--- src/rtl/unaligned_bank_access_pkg.sv ---
// Shared memory types and default geometry for the banked byte memory.
package unaligned_bank_access_pkg;

  localparam int unsigned BYTE_W    = 8;
  localparam int unsigned LANES_DEF = 16;
  localparam int unsigned ROW_W_DEF = 16;

  typedef logic [BYTE_W-1:0] byte_t;

endpackage

--- src/rtl/unaligned_bank_access_adder.sv ---
// N-bit adder with carry in; used to step a bank row by one.
module Adder_with_carry_in_N
  import unaligned_bank_access_pkg::*;
#(
  parameter int unsigned N = ROW_W_DEF
) (
  input  logic [N-1:0] a_i,
  input  logic [N-1:0] b_i,
  input  logic         cin_i,
  output logic [N-1:0] sum_c,
  output logic         cout_c
);

  localparam int unsigned SW = N + 1;

  assign {cout_c, sum_c} = SW'(a_i) + SW'(b_i) + SW'(cin_i);

endmodule

--- src/rtl/unaligned_bank_access_rotator.sv ---
// Lane rotator. DIRECTION=0: out lane i = in lane (i-shift); DIRECTION=1: out lane i = in lane (i+shift).
module Byte_rotator_N
  import unaligned_bank_access_pkg::*;
#(
  parameter int unsigned LANES     = LANES_DEF,
  parameter int unsigned W         = BYTE_W,
  parameter bit          DIRECTION = 1'b0,
  parameter int unsigned OFF_W     = $clog2(LANES)
) (
  input  logic [LANES*W-1:0] in_i,
  input  logic [OFF_W-1:0]   shift_i,
  output logic [LANES*W-1:0] rot_c
);

  logic [OFF_W-1:0] src;

  // Select the source lane for every output lane (indices wrap modulo LANES).
  always_comb begin
    rot_c = '0;
    src   = '0;
    for (int i = 0; i < LANES; i++) begin
      src = DIRECTION ? (OFF_W'(i) + shift_i) : (OFF_W'(i) - shift_i);
      rot_c[i*W +: W] = in_i[src*W +: W];
    end
  end

endmodule

--- src/rtl/unaligned_bank_access.sv ---
// Unaligned LANES-byte access over LANES byte-wide banks, with realigned read responses.
module unaligned_bank_access
  import unaligned_bank_access_pkg::*;
#(
  parameter int unsigned LANES  = LANES_DEF,
  parameter int unsigned ROW_W  = ROW_W_DEF,
  parameter int unsigned RD_LAT = 1
) (
  input  logic                                 clk,
  input  logic                                 rst,
  input  logic                                 req_valid,
  output logic                                 req_ready,
  input  logic                                 req_we,
  input  logic [ROW_W+$clog2(LANES)-1:0]       req_addr,
  input  logic [LANES*8-1:0]                   req_wdata,
  input  logic [LANES-1:0]                     req_be,
  output logic [LANES-1:0]                     bank_en,
  output logic [LANES-1:0]                     bank_we,
  output logic [LANES*ROW_W-1:0]               bank_addr,
  output logic [LANES*8-1:0]                   bank_wdata,
  input  logic [LANES*8-1:0]                   bank_rdata,
  output logic                                 rsp_valid,
  output logic [LANES*8-1:0]                   rsp_rdata,
  output logic                                 rsp_wrap
);

  localparam int unsigned OFF_W  = $clog2(LANES);
  localparam int unsigned ADDR_W = ROW_W + OFF_W;
  localparam int unsigned BW     = $bits(byte_t);
  localparam int unsigned DW     = LANES * BW;

  logic [ROW_W-1:0]       row;
  logic [OFF_W-1:0]       off;
  logic                   accept;
  logic [DW-1:0]          wdata_rot_c;
  logic [DW-1:0]          rdata_rot_c;
  logic [LANES-1:0]       be_rot_c;
  logic [LANES-1:0]       carry_c;
  logic [LANES*ROW_W-1:0] lane_row_c;
  logic                   wrap_c;

  logic                              ready_q;
  logic [LANES-1:0]                  bank_en_q, bank_en_d;
  logic [LANES-1:0]                  bank_we_q, bank_we_d;
  logic [LANES*ROW_W-1:0]            bank_addr_q, bank_addr_d;
  logic [DW-1:0]                     bank_wdata_q, bank_wdata_d;
  logic [RD_LAT:0]                   tag_vld_q, tag_vld_d;
  logic [RD_LAT:0][OFF_W-1:0]        tag_off_q, tag_off_d;
  logic [RD_LAT:0]                   tag_wrap_q, tag_wrap_d;
  logic                              rsp_valid_q, rsp_valid_d;
  logic [DW-1:0]                     rsp_rdata_q, rsp_rdata_d;
  logic                              rsp_wrap_q, rsp_wrap_d;

  assign row    = req_addr[ADDR_W-1:OFF_W];
  assign off    = req_addr[OFF_W-1:0];
  assign accept = req_valid & ready_q;

  // Banks below the offset belong to the next row; a carry out means the row wrapped to 0.
  for (genvar i = 0; i < LANES; i++) begin : g_lane
    Adder_with_carry_in_N #(.N(ROW_W)) u_row_inc (
      .a_i    (row),
      .b_i    ('0),
      .cin_i  (OFF_W'(i) < off),
      .sum_c  (lane_row_c[i*ROW_W +: ROW_W]),
      .cout_c (carry_c[i])
    );
  end

  assign wrap_c = |carry_c;

  Byte_rotator_N #(.LANES(LANES), .W(BW), .DIRECTION(1'b0)) u_wdata_rot (
    .in_i    (req_wdata),
    .shift_i (off),
    .rot_c   (wdata_rot_c)
  );

  Byte_rotator_N #(.LANES(LANES), .W(1), .DIRECTION(1'b0)) u_be_rot (
    .in_i    (req_be),
    .shift_i (off),
    .rot_c   (be_rot_c)
  );

  // Read data is realigned with the offset travelling alongside it.
  Byte_rotator_N #(.LANES(LANES), .W(BW), .DIRECTION(1'b1)) u_rdata_rot (
    .in_i    (bank_rdata),
    .shift_i (tag_off_q[RD_LAT]),
    .rot_c   (rdata_rot_c)
  );

  // Next bank command: strobes only in the cycle after an accept; address/data hold otherwise.
  always_comb begin
    bank_en_d    = '0;
    bank_we_d    = '0;
    bank_addr_d  = bank_addr_q;
    bank_wdata_d = bank_wdata_q;
    if (accept) begin
      bank_en_d    = req_we ? be_rot_c : '1;
      bank_we_d    = req_we ? be_rot_c : '0;
      bank_addr_d  = lane_row_c;
      bank_wdata_d = wdata_rot_c;
    end
  end

  // Read tag pipeline (stage 0 aligns with the bank access) and response capture.
  always_comb begin
    tag_vld_d   = {tag_vld_q[RD_LAT-1:0], accept & ~req_we};
    tag_off_d   = {tag_off_q[RD_LAT-1:0], off};
    tag_wrap_d  = {tag_wrap_q[RD_LAT-1:0], wrap_c};
    rsp_valid_d = tag_vld_q[RD_LAT];
    rsp_wrap_d  = tag_vld_q[RD_LAT] & tag_wrap_q[RD_LAT];
    rsp_rdata_d = rsp_rdata_q;
    if (tag_vld_q[RD_LAT]) begin
      rsp_rdata_d = rdata_rot_c;
    end
  end

  // State registers with synchronous reset; reset flushes every in-flight read.
  always_ff @(posedge clk) begin
    if (rst) begin
      ready_q      <= 1'b0;
      bank_en_q    <= '0;
      bank_we_q    <= '0;
      bank_addr_q  <= '0;
      bank_wdata_q <= '0;
      tag_vld_q    <= '0;
      tag_off_q    <= '0;
      tag_wrap_q   <= '0;
      rsp_valid_q  <= 1'b0;
      rsp_rdata_q  <= '0;
      rsp_wrap_q   <= 1'b0;
    end else begin
      ready_q      <= 1'b1;
      bank_en_q    <= bank_en_d;
      bank_we_q    <= bank_we_d;
      bank_addr_q  <= bank_addr_d;
      bank_wdata_q <= bank_wdata_d;
      tag_vld_q    <= tag_vld_d;
      tag_off_q    <= tag_off_d;
      tag_wrap_q   <= tag_wrap_d;
      rsp_valid_q  <= rsp_valid_d;
      rsp_rdata_q  <= rsp_rdata_d;
      rsp_wrap_q   <= rsp_wrap_d;
    end
  end

  assign req_ready  = ready_q;
  assign bank_en    = bank_en_q;
  assign bank_we    = bank_we_q;
  assign bank_addr  = bank_addr_q;
  assign bank_wdata = bank_wdata_q;
  assign rsp_valid  = rsp_valid_q;
  assign rsp_rdata  = rsp_rdata_q;
  assign rsp_wrap   = rsp_wrap_q;

endmodule
--- config.mk ---
export PLATFORM = sky130hd
export DESIGN_NAME = unaligned_bank_access
export DESIGN_NICKNAME = d
export VERILOG_FILES = /design/src/rtl/unaligned_bank_access_pkg.sv /design/src/rtl/unaligned_bank_access_adder.sv /design/src/rtl/unaligned_bank_access_rotator.sv /design/src/rtl/unaligned_bank_access.sv
export SDC_FILE = /design/constraint.sdc
export NUM_CORES = 2
export LEC_CHECK = 0
export ABC_AREA = 0
export BUFFER_PORTS_ARGS = -buffer_cell sky130_fd_sc_hd__buf_2
export CAP_MARGIN = 20
export CORE_AREA = 2 2 332 334
export DETAILED_ROUTE_END_ITERATION = 6
export DIE_AREA = 0 0 334 336
export PLACE_DENSITY_LB_ADDON = 0.1
export SKIP_CTS_REPAIR_TIMING = 1
export SYNTH_ARGS = -nofsm -noshare
export SYNTH_HDL_FRONTEND = slang
export SYNTH_SLANG_ARGS = --single-unit
--- constraint.sdc ---
create_clock -name clk -period 8.34 [get_ports clk]
set_clock_uncertainty 0.15 [all_clocks]
set_input_delay 0.834 -clock clk [delete_from_list [all_inputs] [get_ports clk]]
set_output_delay 0.834 -clock clk [all_outputs]
set_load 0.05 [all_outputs]
==> run metrics <==
top-count cell post-synth dfxtp_1; Synth top area share 31.79%; clk slew on worst S/H paths 0.06 ns; actual slew at the worst max-slew pin 1.158 ns; WL/cell 29.64 microns; hold crit path type flip-flop to flip-flop; pin count of the biggest net entering global routing 185; H-tree depth 3; DR pass1 iterations 5; clk_lat worst skew 0.65 ns; sequential fraction of the synthesis area 31.79%; fin. max-slew vios 0; DRC viols 0; first-pass GRT wire length 239.1 mm; cell count after placement 5639; DR vias/cell 5.800; Post-synth top cells dfxtp_1 (559), nand2_1 (552), mux4_2 (314); gr ovfl total 0; syn nets 4064; layout cells sized above 1 32.06%; final worst-path cycle share 52.98%; Final Non-Filler Cells 5802; Core Footprint 0.1084 sq mm; post-synth top area cell dfxtp_1; DR vias 33.65k; Layout Nets 4648; VDD IR-drop max 0.1265 mV; row cnt 121; Final Hold Violating Endpoints 0; CTS root buf clkbuf_16; number of routed nets with antenna violations 0; worst path required time 8.72 ns; Bufs on Longest Clock Path 3; PwrDens 200.9 mW/mm^2; Die X 334 microns; I/O pin cnt 843; CTS tree yes; max-cap violation count 0; Worst Setup Path Type primary input to flip-flop; IO buf count 842; slew margin rel. 22.73%; Post-synth EDFFs 0; Syn. warnings 0; Initial Util 32.48%; gpl congestion 0.9320; placed cell area 0.04010 sq mm; max incr delay on CP 0.96 ns; setup repair after global routing missed its margin false; min cycle time layout 4.418 ns; most used flip-flop cell after synthesis dfxtp_1; Post-Syn Instances 3718; Num CTS Buffers 73; count of different cell masters after synthesis 49; clock tree sinks 559; Final Hold Slack 0.2754 ns; #FFs+latches synth 559; Lkg Pwr 0.01775 uW; Total Routing Usage GR 29.34%; DP HPWL 127.1 mm; final wirelength 172.0 mm; critical path capture point type flip-flop; nature of the critical path startpoint primary input; setup TNS 0 ns; Max Fclk 226.3 MHz; antenna violations before repair 79; slowest CP cell ha_4; design area 0.04265 sq mm; final core utilization 39.35%; status finished, final reports clean; Worst path top cell family by delay buffers and inverters; count of final setup violators 0; CP Buf/Inv Count 3; main area contributors after synthesis dfxtp_1 (32%), mux4_2 (20%), mux2i_1 (8.6%), nand2_1 (5.9%), o21ai_0 (3.5%); Async SR Flop Fraction 0%; CP arrival 4.80 ns; vias in the first global route 31.50k; Post-Syn Area per Cell 9.469 sq um; crit-path cells clkbuf_8 > inv_1 > ha_4 > buf_4 > mux4_2 > mux2_2 > and3_1 > a221o_1; synthesized area 0.03521 sq mm; Die H 336 microns; DR iter-0 viols 2767; Area Overhead vs Synth 21.15%; Die ar. 0.1122 sq mm; crit-path max FO 60
report_power, final:
| part | switching (uW) | internal, uW | total, uW |
|---|---|---|---|
| Clock | 1340 | 1950 | 3300 |
| Sequential | 98.3 | 2820 | 2920 |
| Combinational | 1600 | 753 | 2350 |
logic make-up after synthesis:
kind of cell / count (synthesis) / synth area share [%]
AOI/OAI and AO/OA: 828 / 15.14
xor gates and xnor gates: 126 / 3.241
adders and majority gates: 50 / 1.777
buffers and inverters: 402 / 4.901
DFF: 559 / 31.79
muxes: 652 / 29.82
and+or+nand+nor: 1101 / 13.34
layout make-up:
class	instances	area [sq um]
Clock buffer	108	2161
Timing Repair Buffer	890	4626
Multi-Input combinational cell	2757	22460
Antenna cell	34	85.08
Fill cell	11055	65750
Sequential cell	559	11200
Clock inverter	19	272.8
Inverter	21	82.58
Tap cell	1414	1769
metrics by stage:
step | total power (uW) | setup slack (ns)
finish | 8571 | 3.922
global route | 8882 | 3.715
CTS | 8636 | 4.009
detailed placement | 5319 | 3.296
global placement | 5310 | 3.340
floorplan | 4548 | 4.536
worst paths after layout:
check	startpoint	endpoint	slack (ns)	cells past startpoint
setup / recovery	req_addr[1]	bank_wdata[18]	3.92	8
hold / removal	tag_off_d[4]	tag_off_q[4]	0.28	1
setup reg to reg	tag_off_q[5]	rsp_rdata[123]	4.68	6
hold reg to reg	tag_off_d[4]	tag_off_q[4]	0.28	1
layout by cell type (no fill, tap or decap), types with 34 or more instances in the layout:
cell / n
nand2_1: 551
mux2_2: 34
buf_4: 46
dfxtp_1: 557
xor2_1: 63
nor3_1: 70
o221ai_1: 80
a211oi_1: 91
a21oi_1: 211
mux2i_1: 304
o21ai_0: 247
mux4_2: 314
diode_2: 34
clkbuf_16: 75
a311oi_1: 45
and3_1: 34
xnor2_1: 52
ha_1: 47
buf_2: 838
or3_1: 46
nor2_1: 280
nand3_1: 38
registers in the layout (all words and copies together) (netlist names):
register and cells:
tag_off_q 4, tag_wrap_q 2, rsp_rdata 128, tag_vld_q 2, rsp_wrap 1, bank_en 16
tag_off_d 4, bank_we 16, bank_wdata 128, bank_addr 256, rsp_valid 1, req_ready 1
routing by layer:
layer	routed length, microns	global-route usage, %
met1	64760	34.06
met2	82590	49.36
met3	14060	7.866
met4	10050	15.79
met5	529	0
(Power assumes the default switching activity.)
